### src/rtl/mem_bus_arbiter_pkg.sv
// Shared definitions for the two-port main-memory burst arbiter.
// Port 0 is the D-cache, port 1 the I-cache.
package mem_bus_arbiter_pkg;

    typedef enum logic [1:0] {
        ARB_IDLE  = 2'd0,
        ARB_BURST = 2'd1,
        ARB_DONE  = 2'd2
    } arb_state_t;

    localparam logic PORT_D = 1'b0;
    localparam logic PORT_I = 1'b1;

    localparam int ARB_LINE_WORDS = 16;
    localparam int ARB_CW         = 4;

    // Turn a port index into its bit in a 2-bit per-port vector.
    function automatic logic [1:0] portOneHot(input logic port);
        return {port, ~port};
    endfunction

endpackage

### src/rtl/mem_bus_arbiter_rr_pick2.sv
// Two-way round-robin picker used when the arbiter is idle.
// A lone requester always wins; on a tie the port that was not served last wins.
module mem_bus_arbiter_rr_pick2
    import mem_bus_arbiter_pkg::*;
(
    input  logic [1:0] i_req,
    input  logic       i_last,
    output logic       o_winner,
    output logic       o_valid
);

    // Resolve the winner from the request pair and the last-served port.
    always_comb begin
        o_valid  = |i_req;
        o_winner = PORT_D;
        if (i_req == 2'b11) begin
            o_winner = ~i_last;
        end else if (i_req[PORT_I]) begin
            o_winner = PORT_I;
        end
    end

endmodule

### src/rtl/mem_bus_arbiter.sv
// Shares the single main-memory port between the D-cache and I-cache fill /
// write-back engines. Each grant is one full line burst; the arbiter walks
// the beat counter, forms the word address and pulses done to the owner.
module mem_bus_arbiter
    import mem_bus_arbiter_pkg::*;
#(
    parameter int AW         = 32,
    parameter int DW         = 32,
    parameter int LINE_WORDS = ARB_LINE_WORDS,
    parameter int CW         = ARB_CW
) (
    input  logic            i_clk,
    input  logic            i_rst,
    input  logic [1:0]      i_req,
    input  logic [1:0]      i_wr,
    input  logic [2*AW-1:0] i_line_addr,
    input  logic [2*DW-1:0] i_wdata,
    output logic [1:0]      o_gnt,
    output logic [CW-1:0]   o_cnt,
    output logic [1:0]      o_done,
    output logic [DW-1:0]   o_rdata,
    output logic            o_mem_rd,
    output logic            o_mem_wr,
    output logic [AW-1:0]   o_mem_addr,
    output logic [DW-1:0]   o_mem_wdata,
    input  logic [DW-1:0]   i_mem_rdata,
    input  logic            i_mem_ack
);

    localparam logic [CW-1:0] LAST_BEAT = CW'(LINE_WORDS - 1);

    arb_state_t    r_state;
    logic          r_owner;
    logic          r_last;
    logic [CW-1:0] r_cnt;
    logic [1:0]    r_gnt;
    logic [1:0]    r_done;
    logic          r_memRd;
    logic          r_memWr;

    logic          w_winner;
    logic          w_valid;
    logic          w_unusedAddrBits;

    mem_bus_arbiter_rr_pick2 u_pick (
        .i_req    (i_req),
        .i_last   (r_last),
        .o_winner (w_winner),
        .o_valid  (w_valid)
    );

    // Arbitration FSM: grant from idle, count beats on each ack, then pulse done.
    // The strobe registers double as the direction latched at grant time, so a
    // requester changing wr mid-burst has no effect until its next grant.
    always_ff @(posedge i_clk or posedge i_rst) begin
        if (i_rst) begin
            r_state <= ARB_IDLE;
            r_owner <= PORT_D;
            r_last  <= PORT_I;
            r_cnt   <= '0;
            r_gnt   <= 2'b00;
            r_done  <= 2'b00;
            r_memRd <= 1'b0;
            r_memWr <= 1'b0;
        end else begin
            case (r_state)
                ARB_IDLE: begin
                    if (w_valid) begin
                        r_state <= ARB_BURST;
                        r_owner <= w_winner;
                        r_cnt   <= '0;
                        r_gnt   <= portOneHot(w_winner);
                        r_memRd <= ~i_wr[w_winner];
                        r_memWr <= i_wr[w_winner];
                    end
                end
                ARB_BURST: begin
                    if (i_mem_ack) begin
                        if (r_cnt == LAST_BEAT) begin
                            r_state <= ARB_DONE;
                            r_cnt   <= '0;
                            r_memRd <= 1'b0;
                            r_memWr <= 1'b0;
                            r_done  <= portOneHot(r_owner);
                        end else begin
                            r_cnt <= r_cnt + 1'b1;
                        end
                    end
                end
                ARB_DONE: begin
                    r_state <= ARB_IDLE;
                    r_done  <= 2'b00;
                    r_gnt   <= 2'b00;
                    r_last  <= r_owner;
                end
                default: begin
                    r_state <= ARB_IDLE;
                    r_cnt   <= '0;
                    r_gnt   <= 2'b00;
                    r_done  <= 2'b00;
                    r_memRd <= 1'b0;
                    r_memWr <= 1'b0;
                end
            endcase
        end
    end

    // Owner's line address is used live; the low bits are replaced by the beat index.
    always_comb begin
        if (r_owner == PORT_I) begin
            o_mem_addr  = {i_line_addr[2*AW-1:AW+CW], r_cnt};
            o_mem_wdata = i_wdata[2*DW-1:DW];
        end else begin
            o_mem_addr  = {i_line_addr[AW-1:CW], r_cnt};
            o_mem_wdata = i_wdata[DW-1:0];
        end
    end

    // Line-offset bits of the request addresses carry no information.
    assign w_unusedAddrBits = &{1'b0, i_line_addr[AW+CW-1:AW], i_line_addr[CW-1:0]};

    assign o_gnt    = r_gnt;
    assign o_cnt    = r_cnt;
    assign o_done   = r_done;
    assign o_mem_rd = r_memRd;
    assign o_mem_wr = r_memWr;
    assign o_rdata  = i_mem_rdata;

endmodule

### config.mk
export PLATFORM = sky130hd
export DESIGN_NAME = mem_bus_arbiter
export DESIGN_NICKNAME = d
export VERILOG_FILES = /design/src/rtl/mem_bus_arbiter_pkg.sv /design/src/rtl/mem_bus_arbiter_rr_pick2.sv /design/src/rtl/mem_bus_arbiter.sv
export SDC_FILE = /design/constraint.sdc
export NUM_CORES = 1
export LEC_CHECK = 0
export CAP_MARGIN = 20
export CORE_AREA = 2 2 105 107
export CTS_BUF_LIST = sky130_fd_sc_hd__clkbuf_2
export DETAILED_ROUTE_END_ITERATION = 8
export DIE_AREA = 0 0 107 109
export GPL_ROUTABILITY_DRIVEN = 0
export GPL_TIMING_DRIVEN = 0
export MAX_ROUTING_LAYER = met4
export PLACE_DENSITY = 0.69
export SETUP_SLACK_MARGIN = 0.15
export SLEW_MARGIN = 20
export SYNTH_ARGS = -nofsm -noshare
export SYNTH_HDL_FRONTEND = slang
export SYNTH_SLANG_ARGS = --single-unit
### constraint.sdc
create_clock -name i_clk -period 1.8 [get_ports i_clk]
set_input_delay 0.45 -clock i_clk [delete_from_list [all_inputs] [get_ports i_clk]]
set_output_delay 0.45 -clock i_clk [all_outputs]
set_load 0.02 [all_outputs]
==> results by group, run 1 <==
Yosys
  – Syn avg cell area: 10.0 um2
  – Cell Area, Synth: around 1800 um2
  – Number of synthesized flops with an enable pin: 0
  – Async S/R FF share, synth: 1.00
  – Top cells by area, synth: mux2_2 (39%), dfrtp_1 (19%), buf_4 (18%)
  – Synth warn: 0
  – Ys flop type: dfrtp_1
  – Count leader, synth: mux2_2
  – Synth top cells by count: mux2_2 (61), buf_4 (42), dfrtp_1 (13), nand2b_1 (6), inv_1 (5)
  – Cells after Synth: 175
  – Yosys top cell area share: 0.392
  – #FFs+latches synth: 14
  – Area leader, netlist: mux2_2
  – Yosys cell types: 37
  – Syn Nets: 343
  – Seq/Total Area, Yosys: 0.200

Drt
  – Via density: 3.97
  – Post-Route WL: 8.47 mm
  – Routed len/inst: between 15 and 20 um
  – Residual DRC: 0
  – Antenna-violating nets left: 0
  – Pre-antenna DRT Iters: 4
  – DRT iter0 DRCs: between 90 and 100
  – Routed vias: 2218

Timing
  – Slew @ Worst Pin: around 560 ps
  – Final setup fails: 60
  – Clk_skew: 16.8 ps
  – RSZ-0062 raised after global routing: true
  – Tmin final: around 1900 ps
  – Fmax achieved: 518 MHz
  – Period Utilization, post-route: 1.07
  – Rel. slew slack: 0.628
  – Setup tns final: -6290 ps
  – Final Max Tran Viols: 0
  – Post-route setup slack: -132 ps
  – Final hold vios: 0

Clock network
  – Worst-Skew Late Latency: 280 ps
  – Clk slew on worst S/H paths: 150 ps
  – Sink Count: 14
  – CTS root buffer: clkbuf_2
  – CTS tree: yes
  – CTS max path bufs: 2
  – CTS Buf Count: 3
  – Post-cts hold buffer count: 0
  – CTS H-tree lvls: 1

Pwr
  – Pleak: 1.79 nW
  – Pwr dens: 995 nW/um2
  – Worst vdd rail ir drop: 0.412 mV

Worst setup path
  – Critical path endpoint category: output pin
  – Arr. time, crit path: 1480 ps
  – CP required: 1350 ps
  – Critical Path Start Type: register
  – Worst-path fanout max: 10
  – Critical path type: register to output pin

Final layout
  – Share of layout cells above drive strength 1: 0.462
  – Filler Cells Inserted: 1074
  – Nets: slightly below 600
  – Area Growth Syn to Fin: 134%
  – Final Non-Filler Cells: 558

Global routing
  – Total track usage: 0.131
  – Vias in the first global route: 2200
  – Largest net degree at the start of global routing: 15
  – Initial antenna violation count: 2
  – First-pass GRT wire length: 11.7 mm
  – Congestion Overflow GR: 0

Status
  – Status: finished with violations
  – Failing checks: setup timing

Hold path
  – Hold Path Class: primary input to asynchronous set/reset pin

Floorplan
  – Core area: around 11000 um2
  – Die Wd: 107 um
  – Die Y: 109 um
  – Row Count: 38
  – Die area: 11700 um2
  – Number of I/O pins: 273
  – Initial Utilization: 0.165

Flow run
  – Max cap viols: 0

Place
  – Placed instance count: 545
  – DPL Wire Length: approximately 7.2 mm
  – Port Buf Inserts: 230
[state kept, by name, indices dropped and copies added, names as in the netlist]
signal and count:
r_state 2, o_gnt 2, o_mem_wr 1, o_mem_rd 1
o_cnt 4, o_done 2, r_owner 1, r_last 1
[stage by stage]
step	util	instance area [um2]	total power [mW]	worst slack (ps)	hold slack [ps]
after floorplan	-	1750	2.49	279	339
after global placement	0.399	4230	4.05	-438	533
after detailed placement	0.399	4230	4.08	-451	538
after CTS	0.395	4180	4.07	-239	486
after global routing	0.386	4100	4.33	-221	488
final	0.386	4100	4.08	-132	495
[path summary, 6_finish.rpt]
path | startpoint | end | slack, ps | depth (start not counted)
hold reg to reg | o_done[1] | o_done[1] | 560 | 2
min in group i_clk | i_req[0] | o_gnt[0] | 500 | 3
hold / removal | i_rst | o_cnt[2] | 500 | 2
max in group asynchronous | i_rst | o_cnt[3] | 890 | 2
setup reg to reg | o_cnt[1] | o_done[0] | 220 | 5
setup / recovery | r_owner | o_mem_wdata[13] | -130 | 4
[cell usage in the layout, fill, tap and decap left out, types with 2 or more instances in the layout]
cell             count
clkdlybuf4s15_1      2
nand4_1              3
nor2_1               3
a21oi_1              2
buf_6                5
nor3_1               3
buf_4               45
nand2b_1             6
nand2_1              3
buf_12               2
dfrtp_1             11
buf_8                5
dfrtp_2              2
o221ai_1             2
mux2_2              58
mux2i_1              2
nor2b_1              3
diode_2              2
buf_2               55
and3_4               2
dlygate4sd2_1       10
clkbuf_2             8
mux2_4               4
clkdlybuf4s50_1    156
inv_1                5
[critical path, cell delays in order (launching register included)]
cell and delay [ps]:
dfrtp_1 390, buf_12 160, buf_8 140, mux2_2 350
buf_2 160
[cell families after synthesis]
| family | after synthesis | share of synthesized area |
|---|---|---|
| flip-flops | 14 | 0.200 |
| XOR/XNOR | 1 | 0.00499 |
| AND/OR/NAND/NOR | 29 | 0.103 |
| adder cells (fa/ha/maj) | 1 | 0.00713 |
| buffers and inverters | 52 | 0.208 |
| AO/OA/AOI/OAI | 14 | 0.0642 |
| multiplexers | 64 | 0.412 |
[per-layer routing]
metal  track usage  wire length (um)  part of all wire
met1         0.146              3170              0.37
met2         0.237              4340              0.51
met3        0.0377               899              0.11
met4        0.0195                63            0.0074
met5             -                 0                 0
[area by class of cell]
class / count / area, um2 / area share
Inverter: 5 / 18.8 / 0.00458
Sequential cell: 14 / 354 / 0.0864
Buffer: 47 / 412 / 0.100
Multi-Input combinational cell: 109 / 1050 / 0.256
Tap cell: 140 / 175 / 0.0427
Antenna cell: 2 / 5.00 / 0.00122
Clock buffer: 4 / 20.0 / 0.00489
Timing Repair Buffer: 237 / 2060 / 0.503
[report_power, final]
part           total (mW)  internal, mW  switching (mW)
sequential          0.517         0.436          0.0810
combinational        3.40          1.76            1.64
clock               0.164        0.0589           0.105
total                4.08          2.25            1.82
[timing repair]
item	4_1_cts	5_1_grt
buffers inserted	4	3
setup endpoints to repair	74	65
gates resized for setup	243	51
Power figures use the tool's default switching activity.
==> run 2: changes to the inputs <==
--- a/config.mk
+++ b/config.mk
@@ -8,6 +8,7 @@
 export CAP_MARGIN = 20
 export CORE_AREA = 2 2 105 107
 export CTS_BUF_LIST = sky130_fd_sc_hd__clkbuf_2
+export CTS_CLUSTER_DIAMETER = 50
 export DETAILED_ROUTE_END_ITERATION = 8
 export DIE_AREA = 0 0 107 109
 export GPL_ROUTABILITY_DRIVEN = 0
==> results of run 2 <==
Same layout as run 1: the final DEF is identical, and so are final timing and power.
